[src/rtl/mem_arbiter.sv]
// Fetch/data arbiter in front of one single-port memory.
// Data port wins by default; fetch is forced through after STARVE_LIMIT data grants.
module mem_arbiter #(
  parameter int unsigned STARVE_LIMIT = 4
) (
  input  logic        CLK,
  input  logic        RST,
  input  logic        IF_REQ,
  input  logic [31:0] IF_ADDR,
  output logic [31:0] IF_RDATA,
  output logic        IF_DONE,
  input  logic        DM_REQ,
  input  logic        DM_WE,
  input  logic [3:0]  DM_BE,
  input  logic [31:0] DM_ADDR,
  input  logic [31:0] DM_WDATA,
  output logic [31:0] DM_RDATA,
  output logic        DM_DONE,
  output logic        MEM_REQ,
  output logic        MEM_WE,
  output logic [3:0]  MEM_BE,
  output logic [31:0] MEM_ADDR,
  output logic [31:0] MEM_WDATA,
  input  logic [31:0] MEM_RDATA,
  input  logic        MEM_ACK,
  output logic        BUSY
);

  localparam logic [2:0] LIMIT = 3'(STARVE_LIMIT);

  typedef enum logic [1:0] {
    IDLE,
    GNT_IF,
    GNT_DM,
    RESP
  } state_t;

  state_t      state_q, state_d;
  logic [2:0]  starve_q, starve_d;
  logic        we_q, we_d;
  logic [3:0]  be_q, be_d;
  logic [31:0] addr_q, addr_d;
  logic [31:0] wdata_q, wdata_d;
  logic [31:0] if_rdata_q, if_rdata_d;
  logic [31:0] dm_rdata_q, dm_rdata_d;
  logic        if_done_q, if_done_d;
  logic        dm_done_q, dm_done_d;
  logic        dm_win;

  assign dm_win = DM_REQ && (!IF_REQ || (starve_q < LIMIT));

  always_comb begin
    state_d    = state_q;
    starve_d   = starve_q;
    we_d       = we_q;
    be_d       = be_q;
    addr_d     = addr_q;
    wdata_d    = wdata_q;
    if_rdata_d = if_rdata_q;
    dm_rdata_d = dm_rdata_q;
    if_done_d  = 1'b0;
    dm_done_d  = 1'b0;
    unique case (state_q)
      IDLE: begin
        if (dm_win) begin
          state_d = GNT_DM;
          we_d    = DM_WE;
          be_d    = DM_BE;
          addr_d  = DM_ADDR;
          wdata_d = DM_WDATA;
          if (!IF_REQ) begin
            starve_d = 3'd0;
          end else if (starve_q < LIMIT) begin
            starve_d = starve_q + 3'd1;
          end
        end else if (IF_REQ) begin
          state_d  = GNT_IF;
          we_d     = 1'b0;
          be_d     = 4'b1111;
          addr_d   = IF_ADDR;
          wdata_d  = 32'd0;
          starve_d = 3'd0;
        end
      end
      GNT_IF: begin
        if (MEM_ACK) begin
          if_rdata_d = MEM_RDATA;
          if_done_d  = 1'b1;
          state_d    = RESP;
        end
      end
      GNT_DM: begin
        if (MEM_ACK) begin
          // writes leave the last read word visible
          if (!we_q) begin
            dm_rdata_d = MEM_RDATA;
          end
          dm_done_d = 1'b1;
          state_d   = RESP;
        end
      end
      RESP: begin
        state_d = IDLE;
      end
      default: begin
        state_d = IDLE;
      end
    endcase
  end

  always_ff @(posedge CLK) begin
    if (RST) begin
      state_q    <= IDLE;
      starve_q   <= 3'd0;
      we_q       <= 1'b0;
      be_q       <= 4'd0;
      addr_q     <= 32'd0;
      wdata_q    <= 32'd0;
      if_rdata_q <= 32'd0;
      dm_rdata_q <= 32'd0;
      if_done_q  <= 1'b0;
      dm_done_q  <= 1'b0;
    end else begin
      state_q    <= state_d;
      starve_q   <= starve_d;
      we_q       <= we_d;
      be_q       <= be_d;
      addr_q     <= addr_d;
      wdata_q    <= wdata_d;
      if_rdata_q <= if_rdata_d;
      dm_rdata_q <= dm_rdata_d;
      if_done_q  <= if_done_d;
      dm_done_q  <= dm_done_d;
    end
  end

  assign MEM_REQ   = (state_q == GNT_IF) || (state_q == GNT_DM);
  assign MEM_WE    = we_q;
  assign MEM_BE    = be_q;
  assign MEM_ADDR  = addr_q;
  assign MEM_WDATA = wdata_q;
  assign IF_RDATA  = if_rdata_q;
  assign DM_RDATA  = dm_rdata_q;
  assign IF_DONE   = if_done_q;
  assign DM_DONE   = dm_done_q;
  assign BUSY      = (state_q != IDLE);

endmodule
[config.mk]
export PLATFORM = sky130hd
export DESIGN_NAME = mem_arbiter
export DESIGN_NICKNAME = d
export VERILOG_FILES = /design/src/rtl/mem_arbiter.sv
export SDC_FILE = /design/constraint.sdc
export NUM_CORES = 1
export LEC_CHECK = 0
export CAP_MARGIN = 20
export CORE_MARGIN = 10
export CORE_UTILIZATION = 30
export CTS_BUF_LIST = sky130_fd_sc_hd__clkbuf_8
export CTS_CLUSTER_DIAMETER = 60
export DETAILED_ROUTE_END_ITERATION = 8
export GPL_ROUTABILITY_DRIVEN = 0
export SKIP_LAST_GASP = 1
export SYNTH_ARGS = -nofsm -noshare
export SYNTH_HDL_FRONTEND = slang
export SYNTH_SLANG_ARGS = --single-unit
[constraint.sdc]
create_clock -name CLK -period 2 [get_ports CLK]
set_input_delay 0.4 -clock CLK [delete_from_list [all_inputs] [get_ports CLK]]
set_output_delay 0.4 -clock CLK [all_outputs]
set_load 0.01 [all_outputs]
==> results of run 1 <==
critical path: stages (launching register included):
cell and delay, ns:
dfxtp_1 0.33, inv_1 0.08, ha_1 0.18, buf_4 0.43
o21a_1 0.25, buf_12 0.20, o21ai_0 0.11, a21oi_1 0.16
cell type report:
cell class,count,area share [%]
Clock buffer,17,2.740
Inverter,5,0.2197
Antenna cell,1,0.02930
Clock inverter,15,1.919
Tap cell,220,3.223
Multi-Input combinational cell,423,24.80
Timing Repair Buffer,290,34.25
Sequential cell,140,32.82
synth_stat cells, types with 2 or more instances:
cell type | count | area share [%]
o21ai_0 | 32 | 3.1
buf_2 | 12 | 1.2
ha_1 | 4 | 0.97
and2_1 | 2 | 0.24
nor2_1 | 35 | 2.5
inv_1 | 5 | 0.36
a21oi_1 | 132 | 13
a32oi_1 | 33 | 5.6
dfxtp_1 | 140 | 54
clkbuf_1 | 36 | 2.6
o221a_2 | 5 | 1.1
nand2_1 | 165 | 12
buf_4 | 6 | 0.87
placed cells by master, fill, tap and decap left out, types with 4 or more instances in the layout:
master,count
o221a_2,5
nor2_1,35
nand2_1,165
clkdlybuf4s50_1,271
a21oi_1,132
clkinvlp_4,6
inv_1,6
buf_12,6
o21ai_0,32
clkbuf_8,17
inv_6,4
buf_4,11
ha_1,4
a32oi_1,33
dfxtp_1,140
path summary, 6_finish.rpt:
kind                              from                        end  slack, ns  cells past startpoint
min reg2reg  DM_RDATA[13]$_SDFFE_PP0P_  DM_RDATA[13]$_SDFFE_PP0P_       0.46                      2
max            state_q[0]$_SDFFE_PP0P_  MEM_ADDR[31]$_SDFFE_PP0P_       0.18                      7
max reg2reg    state_q[0]$_SDFFE_PP0P_  MEM_ADDR[31]$_SDFFE_PP0P_       0.18                      7
min                                RST         IF_DONE$_SDFF_PP0_       0.37                      2
flip-flops by register name (all words and copies together), names as in the netlist:
| signal | flops |
|---|---|
| DM_RDATA | 32 |
| IF_DONE | 1 |
| starve_q | 3 |
| MEM_WE | 1 |
| MEM_ADDR | 32 |
| DM_DONE | 1 |
| MEM_BE | 4 |
| IF_RDATA | 32 |
| MEM_WDATA | 32 |
| state_q | 2 |
report_power, final:
part	internal [mW]	switching, mW
clock network	1.13	1.18
registers	3.33	0.295
logic	1.76	1.92
total	6.21	3.39
routing by layer:
layer | vias up | track usage, %
met4 | 0 | 4.235
li1 | 2639 | -
met3 | 10 | 8.920
met2 | 258 | 27.05
met1 | 2566 | 20.05
met5 | - | 0
kinds of logic (layout without fill, tap and decap cells):
| logic type | count (synthesis) | after routing | synth area share, % |
|---|---|---|---|
| AOI/OAI and AO/OA | 209 | 209 | 23.88 |
| adders and majority gates | 4 | 4 | 0.9676 |
| buffers and inverters | 60 | 327 | 5.080 |
| DFF | 140 | 140 | 54.18 |
| muxes | 1 | 1 | 0.1935 |
| other | 0 | 1 | 0 |
| and+or+nand+nor | 209 | 209 | 15.70 |
stage by stage:
step	hold slack, ns	setup WS, ns	power, mW	cells	instance area [um2]
finish	0.3733	0.1804	9.600	1111	8541
global route	0.3481	0.02124	10.22	1110	8538
CTS	0.3354	0.004615	9.753	1110	8546
detailed placement	0.4497	-0.07855	7.418	1078	8150
global placement	0.4401	-0.05327	7.345	1078	8150
floorplan	0.4356	0.5443	5.368	623	5172
==> impl_metrics.tcl, run 1 <==
set metrics [dict create \
    outcome "finished, final reports clean" \
    setup_viol 0 \
    grt_antenna_before_repair 0 \
    synth_edf_count 0 \
    yosysWarnings 0 \
    leakage_nw 3.064 \
    die_area_um2 22890 \
    hold_viol_final 0 \
    avgSynthCellArea_um2 8.303 \
    clock_latency_ns 0.44 \
    postCtsSetupRepairBufs 0 \
    wl_mm 20.39 \
    postRouteAntennaNets 0 \
    ys.flop_type "dfxtp_1" \
    async_flop_share_pct 0 \
    place.port_buffers 274 \
    grt_start_max_net_pins 66 \
    dr_wl_met2_mm 9.485 \
    grt_pass1_wl_mm 30.79 \
    post-route-min-period_ns 1.820 \
    max-vdd-ir-drop_mv 0.5789 \
    netlist_area_um2 5172 \
    finClkSkew_ns 0.01360 \
    ioPinCount 275 \
    cts_resized 2 \
    root_buffer "clkbuf_8" \
    num_vias 5473 \
    synth_nets 765 \
    chipWidth_um 151.3 \
    hp-class "input pin to flip-flop" \
    nNetsFinal 1019 \
    cts_made_buffers 17 \
    viasPerCell 4.926 \
    dieHeight_um 151.3 \
    ctsHoldBuffers 0 \
    required_ns 2.36 \
    nFillCells 1570 \
    grt_setup_unrepaired "no" \
    clk_pin_slew_ns 0.08 \
    seq_area_um2 2803 \
    final_core_util_pct 50.96 \
    startpoint_type "flip-flop" \
    path_max_fanout 42 \
    dr.pass1.iters 5 \
    drt_iter0_drc 283 \
    initial_core_util_pct 30.86 \
    htreeDepth 4 \
    ys_ff_latch 140 \
    ys_seq_area_share_pct 54.18 \
    fmax_mhz 549.6 \
    rows 47 \
    end_kind "flip-flop" \
    slew_violations 0 \
    grt.total_usage_pct 17.12 \
    worst_slew_pin_slew_ns 0.6536 \
    grt_overflow 0 \
    syn_inst 623 \
    place_hpwl_mm 14.96 \
    p_per_area_nw_per_um2 1124 \
    routedWlPerCell_um 18.35 \
    setup_tns_ns 0 \
    clockBufferDepth 2 \
    cts.sinks 140 \
    met1_length_mm 8.026 \
    grt_pass1_vias 5461 \
    post-route-drc-count 0 \
    area_growth_pct 65.12 \
    dr_wl_met3_mm 2.721 \
    arrival_ns 2.18 \
    multi_input_area_um2 2118 \
    cap_violations 0 \
    maxUsedRoutingLayer "met4" \
    core_um2 16760 \
    crit_type "flip-flop to flip-flop" \
    tritoncts "yes" \
    drive_gt1_share_pct 6.517 \
    fin_crit_sh_pct 90.98 \
    synth.distinct_cells 29 \
    slew_headroom_pct 56.42 \
]
No activity file was read; power rests on OpenSTA's default activity.
==> run 2: changes to the inputs <==
--- a/config.mk
+++ b/config.mk
@@ -7,11 +7,13 @@
 export LEC_CHECK = 0
 export CAP_MARGIN = 20
 export CORE_MARGIN = 10
-export CORE_UTILIZATION = 30
+export CORE_UTILIZATION = 40
 export CTS_BUF_LIST = sky130_fd_sc_hd__clkbuf_8
 export CTS_CLUSTER_DIAMETER = 60
 export DETAILED_ROUTE_END_ITERATION = 8
 export GPL_ROUTABILITY_DRIVEN = 0
+export HOLD_SLACK_MARGIN = 0.12
+export PLACE_DENSITY = 0.82
 export SKIP_LAST_GASP = 1
 export SYNTH_ARGS = -nofsm -noshare
 export SYNTH_HDL_FRONTEND = slang
==> run 2 against run 1 <==
Cell area shrank 0.60%. Worst setup slack lost 0.071 ns. Routed wire length shrank 5.5%. First-iteration DRC count grew 19%. Clock power shrank 10%. Final cell count shrank 4.1%. Combinational power is essentially flat. Via count shrank 1.1%. Flip-flop and latch count is the same. Critical endpoint is now MEM_REQ.
==> impl_metrics.tcl, run 2 (synthesized netlist as in run 1, its figures left out) <==
set metrics [dict create \
    clockBufferDepth 2 \
    r2r_cells 7 \
    clockPowerShare_pct 22.1 \
    nNetsFinal 1023 \
    ctsHoldBuffers 0 \
    worst_slew_pin_slew_ns 0.5048 \
    htreeDepth 4 \
    fin_crit_sh_pct 94.55 \
    seqPwrFrac_pct 38.4 \
    p_per_area_nw_per_um2 1104 \
    arrival_ns 1.49 \
    grt_antenna_before_repair 1 \
    sw_frac_of_total_pct 33.81 \
    place.port_buffers 274 \
    wl_mm 19.28 \
    grt_pass1_vias 5358 \
    setup_viol 0 \
    root_buffer "clkbuf_8" \
    die_area_um2 17880 \
    clock_latency_ns 0.43 \
    path_max_fanout 3 \
    postCtsSetupRepairBufs 0 \
    setup_tns_ns 0 \
    leakage_nw 3.098 \
    drt_iter0_drc 336 \
    layout_commonest_cell "clkdlybuf4s50_1" \
    outcome "finished, final reports clean" \
    crit_path_start "state_q[1]$_SDFFE_PP0P_" \
    max-vdd-ir-drop_mv 0.6617 \
    pwr-share-comb_pct 39.5 \
    hold_viol_final 0 \
    required_ns 1.60 \
    viasPerCell 5.084 \
    final_area_um2 8489 \
    cts.sinks 140 \
    chipWidth_um 133.7 \
    place_hpwl_mm 14.40 \
    num_vias 5414 \
    final_cells 1065 \
    slew_headroom_pct 66.34 \
    tritoncts "yes" \
    clk_pin_slew_ns 0.07 \
    finClkSkew_ns 0.006343 \
    grt_setup_unrepaired "no" \
    rows 41 \
    dieHeight_um 133.7 \
    ioPinCount 275 \
    power_mw 9.375 \
    p_switching_mw 3.169 \
    r2r_start "state_q[0]$_SDFFE_PP0P_" \
    core_um2 12620 \
    holdPathStages 2 \
    grt_start_max_net_pins 50 \
    finalWorstSetupSlack_ns 0.1089 \
    slew_violations 0 \
    area_growth_pct 64.13 \
    cts_made_buffers 17 \
    drive_gt1_share_pct 6.390 \
    crit_type "flip-flop to output port" \
    routedWlPerCell_um 18.10 \
    grt_overflow 0 \
    power.internal_mw 6.205 \
    fmax_mhz 528.8 \
    post-route-drc-count 0 \
    startpoint_type "flip-flop" \
    cap_violations 0 \
    final_cell_mix "clkdlybuf4s50_1, nand2_1, dfxtp_1, a21oi_1, nor2_1" \
    post-place-ws_ns 0.1085 \
    worstHoldStart "RST" \
    dr.pass1.iters 5 \
    place_area_um2 8135 \
    postRouteAntennaNets 0 \
    hp-class "input pin to flip-flop" \
    post-route-min-period_ns 1.891 \
    grt_pass1_wl_mm 29.98 \
    initial_core_util_pct 40.99 \
    end_kind "output port" \
    dp.cells 1034 \
    grt.total_usage_pct 20.80 \
]
==> run 2: cell count changes in the layout (fill, tap and decap cells not counted), sizes merged <==
cell / previous run / this run
clkinvlp: 6 / 1
buf: 17 / 21
clkinv: 1 / 5
inv: 11 / 8
bufinv: 2 / 1
clkbuf: 19 / 20
clkdlybuf4s15: 0 / 1
dlygate4sd2: 0 / 1
==> run 2: power by group through the flow <==
stage | clock network (mW) | logic [mW] | registers [mW]
4_1_cts | 2.12 | 3.73 | 3.60
3_5_place_dp | 0 | 3.74 | 3.66
2_1_floorplan | 0 | 1.49 | 3.88
6_report | 2.07 | 3.70 | 3.60
3_3_place_gp | 0 | 3.70 | 3.64
5_1_grt | 2.24 | 4.03 | 3.67
==> run 2: what timing repair did <==
item                       CTS  global route
setup endpoints to repair    2             1
gates resized for setup      2             1
hold endpoints to repair     0             0
gates cloned                 0             0
==> run 2: area by class of cell <==
cell class | instances | area (um2)
fillers | 1042 | 4130
repair buffers | 294 | 2977
flip-flops and latches | 140 | 2803
multi-input cells | 423 | 2121
clock buffers | 20 | 275.3
well taps | 172 | 215.2
clock inverters | 10 | 77.57
inverters | 5 | 18.77
diodes | 1 | 2.502
==> run 2: worst max-delay path, stage by stage, from the launching register on <==
cell,delay (ns)
dfxtp_1,0.36
inv_1,0.08
ha_2,0.35
clkdlybuf4s15_1,0.27
==> run 2: path summary, 6_finish.rpt <==
kind                                                  end  slack, ns
worst min-delay path             IF_RDATA[0]$_SDFFE_PP0P_       0.34
worst min register to register  DM_RDATA[21]$_SDFFE_PP0P_       0.45
worst max register to register  MEM_ADDR[31]$_SDFFE_PP0P_       0.23
worst max-delay path                              MEM_REQ       0.11
==> run 2: layer usage <==
| metal | up-vias | wire length, um | track usage (%) |
|---|---|---|---|
| met3 | 14 | 2549 | 10.53 |
| met2 | 248 | 9084 | 33.48 |
| met1 | 2501 | 7469 | 23.69 |
| met5 | - | 0 | 0 |
| met4 | 0 | 172 | 5.985 |
| li1 | 2651 | - | - |
==> run 2: stage by stage <==
step                      hold slack, ns  utilization (%)
final                             0.3417            67.27
after global routing              0.3270            67.27
after CTS                         0.3192            67.24
after detailed placement          0.4454            64.47
after global placement            0.4406            64.47
after floorplan                   0.4356                -
==> run 3: changes to the inputs <==
--- a/config.mk
+++ b/config.mk
@@ -9,11 +9,10 @@
 export CORE_MARGIN = 10
 export CORE_UTILIZATION = 40
 export CTS_BUF_LIST = sky130_fd_sc_hd__clkbuf_8
-export CTS_CLUSTER_DIAMETER = 60
 export DETAILED_ROUTE_END_ITERATION = 8
 export GPL_ROUTABILITY_DRIVEN = 0
 export HOLD_SLACK_MARGIN = 0.12
-export PLACE_DENSITY = 0.82
+export PLACE_DENSITY = 0.9
 export SKIP_LAST_GASP = 1
 export SYNTH_ARGS = -nofsm -noshare
 export SYNTH_HDL_FRONTEND = slang
==> run 3 against run 2 <==
Final cell count down 0.28%. Sequential power about the same. Flip-flop and latch count did not move. Critical path depth stayed put. Die area stayed put. Utilization grew 0.98 points. Largest cell class unchanged. Clock skew rose by 0.0031 ns. Sequential share of layout area decreased by 0.47 points. Power increased by 7.3%. Combinational power about the same. Worst setup slack improved by 0.0086 ns. Hold slack got worse by 0.027 ns.
==> impl_metrics.tcl, run 3 (synthesized netlist as in run 1, its figures left out) <==
set metrics [dict create \
    outcome "finished, final reports clean" \
    reg2reg_setup_slack_ns 0.20 \
    power_mw 10.06 \
    clock_latency_ns 0.44 \
    max-vdd-ir-drop_mv 0.7422 \
    ioPinCount 275 \
    slew_headroom_pct 68.25 \
    ctsHoldBuffers 0 \
    fin_crit_sh_pct 94.12 \
    worst_slew_pin_slew_ns 0.4763 \
    dieHeight_um 133.7 \
    post-place-ws_ns 0.08723 \
    setup_viol 0 \
    hold_viol_final 0 \
    place_hpwl_mm 13.95 \
    cts.sinks 140 \
    clk_pin_slew_ns 0.08 \
    postRouteAntennaNets 0 \
    cts_made_buffers 17 \
    slowest_delay_ns 0.36 \
    grt_overflow 0 \
    nNetsFinal 1019 \
    fmax_mhz 531.2 \
    htreeDepth 4 \
    root_buffer "clkbuf_8" \
    num_antenna_cells 0 \
    layout_commonest_cell "clkdlybuf4s50_1" \
    crit_family "flip-flops" \
    required_ns 1.60 \
    rows 41 \
    initial_core_util_pct 40.99 \
    arrival_ns 1.48 \
    wl_mm 19.05 \
    num_vias 5444 \
    grt_pass1_wl_mm 29.67 \
    p_per_area_nw_per_um2 1168 \
    final_cell_mix "clkdlybuf4s50_1, nand2_1, dfxtp_1, a21oi_1, nor2_1" \
    grt_start_max_net_pins 82 \
    grt_pass1_vias 5598 \
    core_um2 12620 \
    hp-class "input pin to flip-flop" \
    post-route-min-period_ns 1.882 \
    cp_slowest_cell "dfxtp_1" \
    grt.total_usage_pct 20.64 \
    multi_input_area_um2 2118 \
    chipWidth_um 133.7 \
    leakage_nw 3.144 \
    drt_iter0_drc 294 \
    end_kind "output port" \
    place.port_buffers 274 \
    area_growth_pct 66.52 \
    finClkSkew_ns 0.009482 \
    clockBufferDepth 2 \
    path_max_fanout 3 \
    dr.pass1.iters 5 \
    finalWorstSetupSlack_ns 0.1176 \
    viasPerCell 5.126 \
    grt_antenna_before_repair 0 \
    die_area_um2 17880 \
    tritoncts "yes" \
    routedWlPerCell_um 17.94 \
    path_buf_inv 2 \
    startpoint_type "flip-flop" \
    cap_violations 0 \
    post-route-drc-count 0 \
    setup_tns_ns 0 \
    cp_cell_sequence "inv_1, ha_1, clkdlybuf4s15_1" \
    nFillCells 979 \
    crit_type "flip-flop to output port" \
    grt_setup_unrepaired "no" \
    slew_violations 0 \
    seq_area_um2 2803 \
    drive_gt1_share_pct 6.404 \
]
[run 3: cell type report]
type	instances	area share, %
clock buffer	20	3.196
clock inverter	12	2.499
inverter	5	0.2179
multi-input combinational	423	24.59
sequential	140	32.54
tap	172	2.499
timing repair buffer	290	34.46
[run 3: worst paths after layout]
path,from,endpoint,depth (start not counted)
setup / recovery,state_q[0]$_SDFFE_PP0P_,MEM_REQ,3
hold / removal,RST,MEM_WDATA[11]$_SDFFE_PP0P_,2
setup reg to reg,state_q[0]$_SDFFE_PP0P_,MEM_ADDR[11]$_SDFFE_PP0P_,7
hold reg to reg,IF_RDATA[7]$_SDFFE_PP0P_,IF_RDATA[7]$_SDFFE_PP0P_,2
[run 3: power by group]
part | switching [mW] | total (mW) | internal [mW] | leakage (nW)
Sequential | 0.281 | 3.61 | 3.33 | 1.14
Combinational | 1.87 | 3.67 | 1.80 | 1.75
Clock | 1.08 | 2.78 | 1.70 | 0.250
Total | 3.23 | 10.1 | 6.83 | 3.14
[run 3: repair_timing]
| item | in CTS | in global routing |
|---|---|---|
| setup buffers | 0 | 0 |
| hold endpoints to repair | 0 | 0 |
| resized for setup | 2 | 3 |
| setup endpoints to repair | 2 | 2 |
[run 3: worst reg2reg max path: stages (launching register included)]
cell and delay, ns:
dfxtp_1 0.33, inv_1 0.08, ha_1 0.17, buf_4 0.42
o21a_1 0.25, buf_12 0.19, o21ai_0 0.11, a21oi_1 0.16
[run 3: per-stage QoR]
| stage | hold WS (ns) | cells | area [um2] | util, % |
|---|---|---|---|---|
| global placement | 0.4409 | 1030 | 8128 | 64.41 |
| floorplan | 0.4356 | 623 | 5172 | - |
| CTS | 0.2875 | 1062 | 8616 | 68.27 |
| global route | 0.2910 | 1062 | 8613 | 68.25 |
| detailed placement | 0.4456 | 1030 | 8128 | 64.41 |
| finish | 0.3143 | 1062 | 8613 | 68.25 |
[run 3: layer usage]
layer / vias to the layer above / share of wire, % / global-route usage [%]
li1: 2639 / - / -
met1: 2517 / 38 / 21.46
met2: 254 / 48 / 34.31
met3: 34 / 12 / 10.64
met4: 0 / 2.6 / 8.767
met5: - / 0 / 0
